$ cat src/rtl/mem_ctrl_unit.sv
// mem_ctrl_unit: Mini-SRC control sequencer for ld, ldi, st and halt.
// Steps RST/T0-T7/HALT from IR[31:27] and decodes the datapath control strobes.
module mem_ctrl_unit #(
   parameter logic [4:0] OPC_LD   = 5'b00000,
   parameter logic [4:0] OPC_LDI  = 5'b00001,
   parameter logic [4:0] OPC_ST   = 5'b00010,
   parameter logic [4:0] OPC_HALT = 5'b11011
) (
   input  logic        clock,
   input  logic        clear,
   input  logic [31:0] IR,
   input  logic        Stop,
   output logic        PCout,
   output logic        MDRout,
   output logic        Zlowout,
   output logic        BAout,
   output logic        Cout,
   output logic        PCin,
   output logic        MARin,
   output logic        MDRin,
   output logic        IRin,
   output logic        Yin,
   output logic        Zlowin,
   output logic        IncPC,
   output logic        Read,
   output logic        Write,
   output logic        Gra,
   output logic        Grb,
   output logic        Grc,
   output logic        Rin,
   output logic        Rout,
   output logic        Run
);
   typedef enum logic [3:0] {RST, T0, T1, T2, T3, T4, T5, T6, T7, HALT} state_t;
   state_t state;
   logic hold, ld, ldi, st, mem, halt, done, unused_bits;
   logic [9:0] t;
   assign ld   = IR[31:27] == OPC_LD;
   assign ldi  = IR[31:27] == OPC_LDI;
   assign st   = IR[31:27] == OPC_ST;
   assign halt = IR[31:27] == OPC_HALT;
   assign mem  = ld | ldi | st;
   // Edges that would enter T0; only these sample Stop.
   assign done = state == RST || state == T7 || (state == T5 && ldi) || (state == T3 && !mem && !halt);
   always_ff @(posedge clock or negedge clear)
      if (!clear) begin
         state <= RST;
         hold  <= 1'b0;
      end else if (done) begin
         hold <= Stop;
         if (!Stop) state <= T0;
      end else if (state == T3) state <= halt ? HALT : T4;
      else if (state != HALT) state <= state_t'(state + 4'd1);
   // One-hot view of the state; a held state decodes to no strobes.
   assign t = hold ? 10'd0 : 10'd1 << state;
   assign PCout   = t[T0];
   assign IncPC   = t[T0];
   assign PCin    = t[T0];
   assign MARin   = t[T0] | t[T5] & (ld | st);
   assign Read    = t[T1] | t[T6] & ld;
   assign MDRin   = t[T1] | t[T6] & (ld | st);
   assign MDRout  = t[T2] | t[T7] & ld;
   assign IRin    = t[T2];
   assign Grb     = t[T3] & mem;
   assign BAout   = t[T3] & mem;
   assign Yin     = t[T3] & mem;
   assign Cout    = t[T4] & mem;
   assign Zlowin  = t[T4] & mem;
   assign Zlowout = t[T5] & mem;
   assign Gra     = t[T5] & ldi | t[T6] & st | t[T7] & ld;
   assign Rin     = t[T5] & ldi | t[T7] & ld;
   assign Rout    = t[T6] & st;
   assign Write   = t[T7] & st;
   assign Grc     = 1'b0;
   assign Run     = state != HALT;
   assign unused_bits = ^{IR[26:0], t[RST], t[HALT]};
endmodule
$ cat config.mk
export PLATFORM = sky130hd
export DESIGN_NAME = mem_ctrl_unit
export DESIGN_NICKNAME = d
export VERILOG_FILES = /design/src/rtl/mem_ctrl_unit.sv
export SDC_FILE = /design/constraint.sdc
export NUM_CORES = 1
export LEC_CHECK = 0
export CELL_PAD_IN_SITES_DETAIL_PLACEMENT = 1
export CELL_PAD_IN_SITES_GLOBAL_PLACEMENT = 2
export CORE_MARGIN = 10
export CORE_UTILIZATION = 17
export DETAILED_ROUTE_END_ITERATION = 16
export PLACE_DENSITY = 0.95
export SKIP_CTS_REPAIR_TIMING = 1
export SLEW_MARGIN = 20
export SYNTH_ARGS = -nofsm -noshare
export SYNTH_HDL_FRONTEND = slang
export SYNTH_SLANG_ARGS = --single-unit
$ cat constraint.sdc
create_clock -name clock -period 2.95 [get_ports clock]
set_input_delay 0.7375 -clock clock [delete_from_list [all_inputs] [get_ports clock]]
set_output_delay 0.7375 -clock clock [all_outputs]
set_load 0.01 [all_outputs]
==> impl_metrics.tcl <==
set metrics [dict create \
    ant_nets 0 \
    fin_cells 167 \
    chipWidth_microns 83.22 \
    path_class "primary input to primary output" \
    min_from "state[0]" \
    num_antenna_cells 0 \
    clock_path_buffers 2 \
    hold_viol 0 \
    worstSkewPairLatency_ps 220 \
    portBuffers 26 \
    wl_microns 2534 \
    grt-ovfl-total 0 \
    post-place-ws_ps -486.4 \
    vias 742 \
    layout.nets 161 \
    ys_warn_count 0 \
    drt_first_pass_iters 4 \
    ys.flop_type "dfrtp_1" \
    ys_seq_elements 5 \
    dp_cells 163 \
    critPathRequiredTime_ps 2210 \
    ys_top_cells_by_area "dfrtp_1 18%, ha_1 11%, buf_4 7.7%" \
    grt_max_degree 12 \
    syn_avg_cell_area_sq_um 7.993 \
    worstSetupStartpointType "primary input" \
    cts_root_buf "clkbuf_8" \
    clkSinkCount 5 \
    viasPerCell 4.443 \
    netlist_area_sq_um 679.4 \
    tns_ps 0 \
    status "complete, no violations" \
    critPathLaunch "IR[31]" \
    period_share_pct 97.22 \
    cts_max_level 1 \
    antenna_found_initial 0 \
    fp.coreArea_sq_um 3771 \
    slew_viol_final 0 \
    yosysSeqAreaShare_pct 18.42 \
    skew_ps 0.3959 \
    irDropWorstVdd_mv 0.1588 \
    maxCapViolCount 0 \
    area_growth_pct 67.59 \
    synth_cell_types 37 \
    hpwl_microns 2157 \
    syn_inst 85 \
    fp.dieH_microns 83.22 \
    regToRegSetupSlack_ps 1190 \
    clock.fmax_mhz 348.7 \
    async_reset_ff_share_pct 100.0 \
    dr_wl_met3_microns 117 \
    wl_met2_microns 1350 \
    final_common_cell "dlymetal6s2s_1" \
    yosys.area.top_type_share_pct 18.42 \
    mostFrequentLayoutCells "15 x dlymetal6s2s_1, 12 x buf_4, 10 x clkdlybuf4s50_1" \
    start_util_pct 18.02 \
    grt_usage_pct 7.319 \
    rsz0062_at_grt "false" \
    finalCriticalPeriod_ps 2868 \
    power.density_nw_per_um2 745.3 \
    r2r-start "state[0]" \
    ios 55 \
    netlist.top_cell.by_area "dfrtp_1" \
    leakagePower_nw 0.6786 \
    synth_edf_count 0 \
    top_layer "met4" \
    crit_fanout 4 \
    drive_gt1_share_pct 22.69 \
    timing.final.ws_setup_ps 82.02 \
    syn-num-nets 126 \
    std_cell_rows 22 \
    die_area_sq_um 6925 \
    cts_tree "yes" \
    gp_congestion 0.9291 \
    arrival_ps 2130 \
    route.detailed.drc 0 \
    path_clk_slew_ps 30 \
    grt_pass1_vias 890 \
    cts_buffers 3 \
    cp-end-kind "primary output" \
    routedLengthMet1_microns 1027 \
    holdWs_ps 608.7 \
    dr.first_iter.drc_count 19 \
    grt_pass1_wl_microns 4222 \
    finalSetupViolCount 0 \
    routedWlPerCell_microns 15.17 \
    hp-class "flop to flop" \
]
-- worst max-delay path, stage by stage --
cell and delay [ps]:
dlymetal6s2s_1 150, nor4_2 270, buf_4 170, nand2_1 50
nor3_1 190, clkdlybuf4s50_1 580
-- worst paths after layout --
kind | cells after the start | to
min in group asynchronous | 1 | state[3]
max in group asynchronous | 1 | state[0]
setup / recovery | 6 | Write
hold / removal | 2 | state[0]
hold reg to reg | 2 | state[0]
setup reg to reg | 7 | state[1]
-- cells by family after synthesis --
group	synth area share [%]
flops	18.42
buf+inv	11.23
simple gates	33.89
fa+ha+maj	11.05
xor+xnor	1.289
other cells	0.5520
compound gates	23.57
-- report_power, final --
part,switching [W],internal [W]
clock network,0.0000302,0.0000925
logic,0.000290,0.000263
registers,0.0000677,0.000106
-- area by class of cell --
| class | instances | area (sq um) |
|---|---|---|
| clock buffer | 4 | 45.04 |
| fill | 445 | 2633 |
| inverter | 5 | 18.77 |
| multi-input combinational | 67 | 506.7 |
| sequential | 5 | 125.1 |
| tap | 48 | 60.06 |
| timing repair buffer | 38 | 382.9 |
-- cells in the mapped netlist (all sizes together) (2+ instances only) --
cell type  number
a21o            2
nor2            4
a21oi           8
nand3b          2
nand3           3
buf             8
and2            3
a31oi           2
o31ai           2
inv             5
or2             2
dfrtp           5
ha              6
nand2           9
nor4            2
nand2b          2
nor3            4
-- registers in the layout (all words and copies together) (netlist names) --
signal  count
state       4
hold        1
-- per-layer routing --
layer,track usage [%],up-vias
li1,-,367
met1,7.209,352
met2,12.64,18
met3,2.832,5
met4,4.462,0
met5,0,-
-- stage by stage --
step	cell area (sq um)	util (%)	total power [W]
global route	1139	30.19	0.0009303
global placement	1032	27.37	0.0006924
detailed placement	1032	27.37	0.0007276
CTS	1077	28.57	0.0008560
floorplan	679.4	-	0.0005158
finish	1139	30.19	0.0008486
No activity file was read; power rests on OpenSTA's default activity.
